## config.mk

```make
export PLATFORM = sky130hd
export DESIGN_NAME = multicycle_controller_flat
export DESIGN_NICKNAME = d
export VERILOG_FILES = /design/src/rtl/multicycle_controller_if.sv /design/src/rtl/multicycle_controller.sv /design/src/flat_wrapper.sv
export SDC_FILE = /design/constraint.sdc
export NUM_CORES = 1
export LEC_CHECK = 0
export ABC_AREA = 0
export BUFFER_PORTS_ARGS = -buffer_cell sky130_fd_sc_hd__buf_2
export CORE_UTILIZATION = 29
export DETAILED_ROUTE_END_ITERATION = 7
export HOLD_SLACK_MARGIN = 0.06
export PLACE_DENSITY = 0.7
export SYNTH_ARGS = -nofsm -noshare
export SYNTH_HDL_FRONTEND = slang
export SYNTH_SLANG_ARGS = --single-unit
```

## constraint.sdc

```tcl
create_clock -name clk -period 2.3 [get_ports clk]
set_input_delay 0.46 -clock clk [delete_from_list [all_inputs] [get_ports clk]]
set_output_delay 0.46 -clock clk [all_outputs]
set_load 0.03 [all_outputs]
```

## src/rtl/multicycle_controller_if.sv

```systemverilog
// Control bundle between the RV32I multi-cycle controller and its datapath.
// master: the controller (drives control lines), slave: the datapath.
// Optional macro CTRL_PERF_COUNTERS_EN adds the instret/br_taken counters.
interface multicycle_controller_if #(
  parameter int DWIDTH = 32,
  parameter int ST_W   = 3
);
  logic [DWIDTH-1:0] irOut;
  logic              comparatorOut;
  logic              pcEn;
  logic [1:0]        pcSelect;
  logic              regWrite;
  logic              aluSrc;
  logic              ramRdEn;
  logic              ramWrEn;
  logic              isByte;
  logic              isHalf;
  logic              isWord;
  logic [1:0]        memToReg;
  logic              halted;
  logic              illegal;
  logic [ST_W-1:0]   state_dbg;
`ifdef CTRL_PERF_COUNTERS_EN
  logic [31:0]       instret;
  logic [31:0]       br_taken;
`endif

  modport master (
`ifdef CTRL_PERF_COUNTERS_EN
    output instret, br_taken,
`endif
    input  irOut, comparatorOut,
    output pcEn, pcSelect, regWrite, aluSrc, ramRdEn, ramWrEn,
    output isByte, isHalf, isWord, memToReg, halted, illegal, state_dbg
  );

  modport slave (
`ifdef CTRL_PERF_COUNTERS_EN
    input  instret, br_taken,
`endif
    output irOut, comparatorOut,
    input  pcEn, pcSelect, regWrite, aluSrc, ramRdEn, ramWrEn,
    input  isByte, isHalf, isWord, memToReg, halted, illegal, state_dbg
  );
endinterface

```

## src/rtl/multicycle_controller.sv

```systemverilog
// Multi-cycle RV32I control FSM: FETCH/DECODE/EXEC/MEM/WB plus absorbing
// HALT and TRAP. Outputs decode from the state register and irOut only.
// Optional macro CTRL_PERF_COUNTERS_EN adds instret/br_taken counters.
module multicycle_controller #(
  parameter int DWIDTH = 32,
  parameter int ST_W   = 3
) (
  input logic                     clk,
  input logic                     reset,
  multicycle_controller_if.master bus
);
  typedef enum logic [ST_W-1:0] {
    StFetch  = 3'd0,
    StDecode = 3'd1,
    StExec   = 3'd2,
    StMem    = 3'd3,
    StWb     = 3'd4,
    StHalt   = 3'd5,
    StTrap   = 3'd6
  } state_e;

  localparam logic [6:0] OpOp     = 7'b0110011;
  localparam logic [6:0] OpOpImm  = 7'b0010011;
  localparam logic [6:0] OpLui    = 7'b0110111;
  localparam logic [6:0] OpJal    = 7'b1101111;
  localparam logic [6:0] OpJalr   = 7'b1100111;
  localparam logic [6:0] OpLoad   = 7'b0000011;
  localparam logic [6:0] OpStore  = 7'b0100011;
  localparam logic [6:0] OpBranch = 7'b1100011;
  localparam logic [6:0] OpSystem = 7'b1110011;

  state_e stateQ, stateD;

  logic [DWIDTH-1:0] ir;
  logic [6:0]        opcode;
  logic [2:0]        funct3;
  logic              isLoad, isStore, immSrc, memOk;
  logic              wByte, wHalf, wWord;
  logic              unusedIr;

  assign ir       = bus.irOut;
  assign opcode   = ir[6:0];
  assign funct3   = ir[14:12];
  assign unusedIr = ^{ir[DWIDTH-1:15], ir[11:7]};

  assign isLoad  = (opcode == OpLoad);
  assign isStore = (opcode == OpStore);
  assign immSrc  = (opcode == OpOpImm) || isLoad || isStore || (opcode == OpJalr);
  assign wByte   = (funct3 == 3'b000) || (funct3 == 3'b100);
  assign wHalf   = (funct3 == 3'b001) || (funct3 == 3'b101);
  assign wWord   = (funct3 == 3'b010);
  // Stores only support the signed encodings; loads also allow LBU/LHU.
  assign memOk   = isStore ? (funct3 <= 3'b010) : (wByte || wHalf || wWord);

  logic       pcEnC, regWriteC, aluSrcC, ramRdEnC, ramWrEnC;
  logic       isByteC, isHalfC, isWordC, haltedC, illegalC;
  logic [1:0] pcSelectC, memToRegC;

  // State register; reset abandons any in-flight instruction.
  always_ff @(posedge clk) begin
    if (reset) stateQ <= StFetch;
    else       stateQ <= stateD;
  end

  // Next-state and control decode.
  always_comb begin
    stateD    = stateQ;
    pcEnC     = 1'b0;
    pcSelectC = 2'b00;
    regWriteC = 1'b0;
    aluSrcC   = 1'b0;
    ramRdEnC  = 1'b0;
    ramWrEnC  = 1'b0;
    isByteC   = 1'b0;
    isHalfC   = 1'b0;
    isWordC   = 1'b0;
    memToRegC = 2'b00;
    haltedC   = 1'b0;
    illegalC  = 1'b0;
    unique case (stateQ)
      StFetch:  stateD = StDecode;
      StDecode: begin
        case (opcode)
          OpOp, OpOpImm, OpLui, OpJal, OpJalr, OpLoad, OpStore, OpBranch: stateD = StExec;
          OpSystem: stateD = StHalt;
          default:  stateD = StTrap;
        endcase
      end
      StExec: begin
        aluSrcC = immSrc;
        if (opcode == OpBranch) begin
          pcEnC     = 1'b1;
          pcSelectC = 2'b01;
          stateD    = StFetch;
        end else if (isLoad || isStore) begin
          stateD = StMem;
        end else begin
          stateD = StWb;
        end
      end
      StMem: begin
        aluSrcC = 1'b1;
        if (!memOk || !(isLoad || isStore)) begin
          stateD = StTrap;
        end else begin
          isByteC = wByte;
          isHalfC = wHalf;
          isWordC = wWord;
          if (isLoad) begin
            ramRdEnC = 1'b1;
            stateD   = StWb;
          end else begin
            ramWrEnC = 1'b1;
            pcEnC    = 1'b1;
            stateD   = StFetch;
          end
        end
      end
      StWb: begin
        regWriteC = 1'b1;
        pcEnC     = 1'b1;
        aluSrcC   = immSrc;
        stateD    = StFetch;
        case (opcode)
          OpLoad: begin
            memToRegC = 2'b01;
            ramRdEnC  = 1'b1;
            isByteC   = wByte;
            isHalfC   = wHalf;
            isWordC   = wWord;
          end
          OpJal: begin
            memToRegC = 2'b10;
            pcSelectC = 2'b11;
          end
          OpJalr: begin
            memToRegC = 2'b10;
            pcSelectC = 2'b10;
          end
          OpLui:   memToRegC = 2'b11;
          default: memToRegC = 2'b00;
        endcase
      end
      StHalt:  haltedC  = 1'b1;
      StTrap:  illegalC = 1'b1;
      default: stateD   = StTrap;
    endcase
  end

  // Outputs are forced low while reset is sampled so nothing retires.
  assign bus.pcEn      = ~reset & pcEnC;
  assign bus.pcSelect  = reset ? 2'b00 : pcSelectC;
  assign bus.regWrite  = ~reset & regWriteC;
  assign bus.aluSrc    = ~reset & aluSrcC;
  assign bus.ramRdEn   = ~reset & ramRdEnC;
  assign bus.ramWrEn   = ~reset & ramWrEnC;
  assign bus.isByte    = ~reset & isByteC;
  assign bus.isHalf    = ~reset & isHalfC;
  assign bus.isWord    = ~reset & isWordC;
  assign bus.memToReg  = reset ? 2'b00 : memToRegC;
  assign bus.halted    = ~reset & haltedC;
  assign bus.illegal   = ~reset & illegalC;
  assign bus.state_dbg = reset ? '0 : stateQ;

`ifdef CTRL_PERF_COUNTERS_EN
  logic [31:0] instretQ, brTakenQ;

  // Retired-instruction and taken-branch counters, free-running with wrap.
  always_ff @(posedge clk) begin
    if (reset) begin
      instretQ <= '0;
      brTakenQ <= '0;
    end else begin
      if (pcEnC) instretQ <= instretQ + 32'd1;
      if (pcEnC && (pcSelectC == 2'b01) && bus.comparatorOut) brTakenQ <= brTakenQ + 32'd1;
    end
  end

  assign bus.instret  = instretQ;
  assign bus.br_taken = brTakenQ;
`else
  logic unusedCmp;
  assign unusedCmp = bus.comparatorOut;
`endif
endmodule

```

## src/flat_wrapper.sv

```systemverilog
// flat-port wrapper written by rule: the top's interface ports become plain ports
module multicycle_controller_flat 
#(
  parameter int DWIDTH = 32,
  parameter int ST_W   = 3
)
  (clk, reset, bus_irOut, bus_comparatorOut, bus_pcEn, bus_pcSelect, bus_regWrite, bus_aluSrc, bus_ramRdEn, bus_ramWrEn, bus_isByte, bus_isHalf, bus_isWord, bus_memToReg, bus_halted, bus_illegal, bus_state_dbg);
  multicycle_controller_if #(.DWIDTH(DWIDTH), .ST_W(ST_W)) bus_i ();
  input logic clk;
  input logic reset;
  input wire logic [$bits(bus_i.irOut)-1:0] bus_irOut;
  input wire logic [$bits(bus_i.comparatorOut)-1:0] bus_comparatorOut;
  output wire logic [$bits(bus_i.pcEn)-1:0] bus_pcEn;
  output wire logic [$bits(bus_i.pcSelect)-1:0] bus_pcSelect;
  output wire logic [$bits(bus_i.regWrite)-1:0] bus_regWrite;
  output wire logic [$bits(bus_i.aluSrc)-1:0] bus_aluSrc;
  output wire logic [$bits(bus_i.ramRdEn)-1:0] bus_ramRdEn;
  output wire logic [$bits(bus_i.ramWrEn)-1:0] bus_ramWrEn;
  output wire logic [$bits(bus_i.isByte)-1:0] bus_isByte;
  output wire logic [$bits(bus_i.isHalf)-1:0] bus_isHalf;
  output wire logic [$bits(bus_i.isWord)-1:0] bus_isWord;
  output wire logic [$bits(bus_i.memToReg)-1:0] bus_memToReg;
  output wire logic [$bits(bus_i.halted)-1:0] bus_halted;
  output wire logic [$bits(bus_i.illegal)-1:0] bus_illegal;
  output wire logic [$bits(bus_i.state_dbg)-1:0] bus_state_dbg;
  assign bus_i.irOut = bus_irOut;
  assign bus_i.comparatorOut = bus_comparatorOut;
  assign bus_pcEn = bus_i.pcEn;
  assign bus_pcSelect = bus_i.pcSelect;
  assign bus_regWrite = bus_i.regWrite;
  assign bus_aluSrc = bus_i.aluSrc;
  assign bus_ramRdEn = bus_i.ramRdEn;
  assign bus_ramWrEn = bus_i.ramWrEn;
  assign bus_isByte = bus_i.isByte;
  assign bus_isHalf = bus_i.isHalf;
  assign bus_isWord = bus_i.isWord;
  assign bus_memToReg = bus_i.memToReg;
  assign bus_halted = bus_i.halted;
  assign bus_illegal = bus_i.illegal;
  assign bus_state_dbg = bus_i.state_dbg;
  multicycle_controller #(.DWIDTH(DWIDTH), .ST_W(ST_W)) u_core (.clk(clk), .reset(reset), .bus(bus_i));
endmodule
```

==> run_results.csv <==
group,metric,value,unit
yosys,synth_edf_count,0,
yosys,synth_seq_cells,3,
power_and_ir_drop,p_sw,0.192,mW
detailed_routing,routedWlPerCell,11.8,um
yosys,synth_cells,85,
finish,top_register,"u_core.stateQ",
critical_path,crit_end,"bus_ramRdEn",
die,initial_core_util,30.9,%
sta,max-slew-margin-rel,74.0,%
yosys,postSynthAreaPerCell,7.12,sq um
critical_path,end_kind,"output pin",
yosys,yosysTopAreaCell,"dfxtp_1",
clocking,clkLatencyLatePin,240,ps
clocking,clockBufferDepth,2,
finish,fin_cells,143,
critical_path,path_common_cell,"buf_4",
power_and_ir_drop,sw_frac_of_total,46.1,%
clocking,cts_tree,"done",
finish,area_growth,41.9,%
min_path,hold_class,"input pin to flop",
sta,fmax,450,MHz
power_and_ir_drop,ir_worst_vdd,0.251,mV
power_and_ir_drop,combPwrFrac,55.0,%
clocking,path_clk_slew,40,ps
global_route,grt_overflow,0,
critical_path,worstSetupStartpointType,"input pin",
critical_path,cp_data_arrival_time,1760,ps
finish,insertedDiodeCount,0,
place,dp_hpwl,1.32,mm
detailed_routing,drtIter0Drc,7,
power_and_ir_drop,intPower,0.224,mW
yosys,synthDistinctLibCells,43,
sta,period_minus_slack,2220,ps
sta,post-route-period-util,96.7,%
die,die_w,47.7,um
yosys,syn_area,606,sq um
place,gp_congestion,0.816,
power_and_ir_drop,finalPower,0.416,mW
run,maxCapViolCount,0,
sta,slew_viol_final,0,
detailed_routing,firstDrtPassIters,4,
power_and_ir_drop,seq_power_share,21.6,%
detailed_routing,ant_nets,0,
sta,rsz0062_at_grt,"yes",
yosys,ys_async_sr_fraction,0,%
finish,largest_register_ffs,3,
critical_path,crit_path_start,"bus_irOut[6]",
power_and_ir_drop,leakage,0.356,nW
die,io_pins,52,
detailed_routing,viasPerCell,5.31,
critical_path,r2r_cells,4,
yosys,yosys.area.top_type_share,9.92,%
critical_path,critPathMaxStageDelay,340,ps
critical_path,crit_path_max_fanout,9,
critical_path,crit_chain,"buf_2 -> buf_4 -> buf_4 -> nor2_1 -> nand2_1 -> a2111oi_1 -> buf_4",
critical_path,r2r-end,"u_core.stateQ[2]",
sta,whs,573,ps
yosys,ys.flop_type,"dfxtp_1",
place,io_buffers,28,
power_and_ir_drop,clock_power_share,23.4,%
global_route,grt_first_pass_wirelength,2.50,mm
clocking,root_buffer,"clkbuf_4",
die,core,1960,sq um
die,die-area,2270,sq um
detailed_routing,via_count,760,
global_route,grt_pass1_vias,602,
finish,reg_top3,"u_core.stateQ x3",
critical_path,cp.required,1840,ps
critical_path,r2r_start,"u_core.stateQ[0]",
sta,hold_violations,0,
clocking,cts.sinks,3,
die,die-height,47.7,um
global_route,grt_antenna_before_repair,0,
die,row_count,16,
clocking,cts_buffers,3,
yosys,syn-num-nets,120,
critical_path,crit_slowest_cell,"a2111oi_1",
detailed_routing,drc_errors,0,
critical_path,critPathKind,"input pin to output pin",
sta,skew,9.25,ps
critical_path,r2r_slack,1040,ps
clocking,h-tree-depth,1,
power_and_ir_drop,power_density,484,nW/um^2
run_status,run_status,"finished clean",
finish,drive_above_1_share,44.0,%
finish,nets,152,
yosys,ys_seq_area_share,9.92,%
yosys,yosys_warnings,0,
sta,worst_pin_slew,389,ps
place,dpl.cell_count,139,
sta,finalSetupViolations,0,
detailed_routing,drt_wl_total,1.69,mm
global_route,grt_max_degree,15,
global_route,grt_usage,15.4,%
clocking,cts_hold_buf,0,
yosys,yosys-top-cells-area,"dfxtp_1, nor2_1, a21oi_1",
## cell type report
cell class | count | area [sq um]
Sequential cell | 3 | 62.6
Fill cell | 209 | 1100
Timing Repair Buffer | 35 | 200
Tap cell | 27 | 33.8
Inverter | 4 | 15.0
Clock buffer | 4 | 26.3
Multi-Input combinational cell | 70 | 522
## worst min-delay path by stage
stage | start | to | slack (ps) | cells past startpoint
after floorplan | u_core.stateQ[1] | u_core.stateQ[2] | 640 | 3
after global placement | u_core.stateQ[2] | u_core.stateQ[1] | 640 | 2
after detailed placement | u_core.stateQ[2] | u_core.stateQ[1] | 640 | 2
after CTS | reset | u_core.stateQ[1] | 560 | 2
after global routing | reset | u_core.stateQ[1] | 590 | 2
final | reset | u_core.stateQ[1] | 570 | 2
## placed cells by master (no fill, tap or decap), types with 2 or more instances in the layout
master and n:
buf_2 25, nor2_1 10, buf_4 10, nand2_1 5
a21oi_1 5, inv_1 4, or3_1 3, nor2b_1 3
clkbuf_4 3, nand4b_1 2, nor3b_2 2, a211o_1 2
a211oi_1 2, o21ai_0 2, nand4bb_1 2, and3_1 2
nor3_1 2, a31oi_1 2, dfxtp_2 2
## layer usage
layer / part of all wire (%) / up-vias / track usage [%] / wire [um]
li1: - / 387 / - / -
met1: 44 / 348 / 19.4 / 751
met2: 50 / 21 / 25.4 / 845
met3: 3.7 / 4 / 1.51 / 63
met4: 1.8 / 0 / 8.89 / 30
met5: 0 / - / 0 / 0
## critical path: cells and delay by family
family                 cells  cell delay (ps)
buffers and inverters      4              670
and+or+nand+nor            2              300
AOI/OAI and AO/OA          1              340
## kinds of logic after synthesis
family,Yosys count,synth area share (%)
AOI/OAI and AO/OA,26,32.4
xor gates and xnor gates,1,1.45
buffers and inverters,12,9.50
DFF,3,9.92
and+or+nand+nor,43,46.7
## metrics by stage
stage,setup WS [ps],TNS [ps],instance area [sq um],util [%]
after floorplan,-143,-143,618,-
after CTS,12.1,0,828,42.2
final,76.5,0,860,43.8
after detailed placement,24.2,0,802,40.9
after global placement,62.0,0,802,40.9
after global routing,-18.0,-25.7,860,43.8
## Yosys cell counts, types with 3 or more instances
cell	instances
or3_1	3
nor2_1	10
nor2b_1	3
clkbuf_1	3
buf_2	4
inv_1	4
dfxtp_1	3
a21oi_1	5
nand2_1	5
## repair_timing
item	in CTS	in global routing
buffers inserted	0	0
setup endpoints to repair	0	6
gates resized for setup	0	10
## power by group through the flow
stage          Combinational [mW]  Sequential, mW  Clock, mW
2_1_floorplan               0.181          0.0675          0
3_3_place_gp                0.221          0.0864          0
3_5_place_dp                0.225          0.0865          0
4_1_cts                     0.225          0.0857      0.101
5_1_grt                     0.256          0.0912      0.110
6_report                    0.229          0.0899     0.0975
Note: power is estimated with default switching activity, not from simulation.
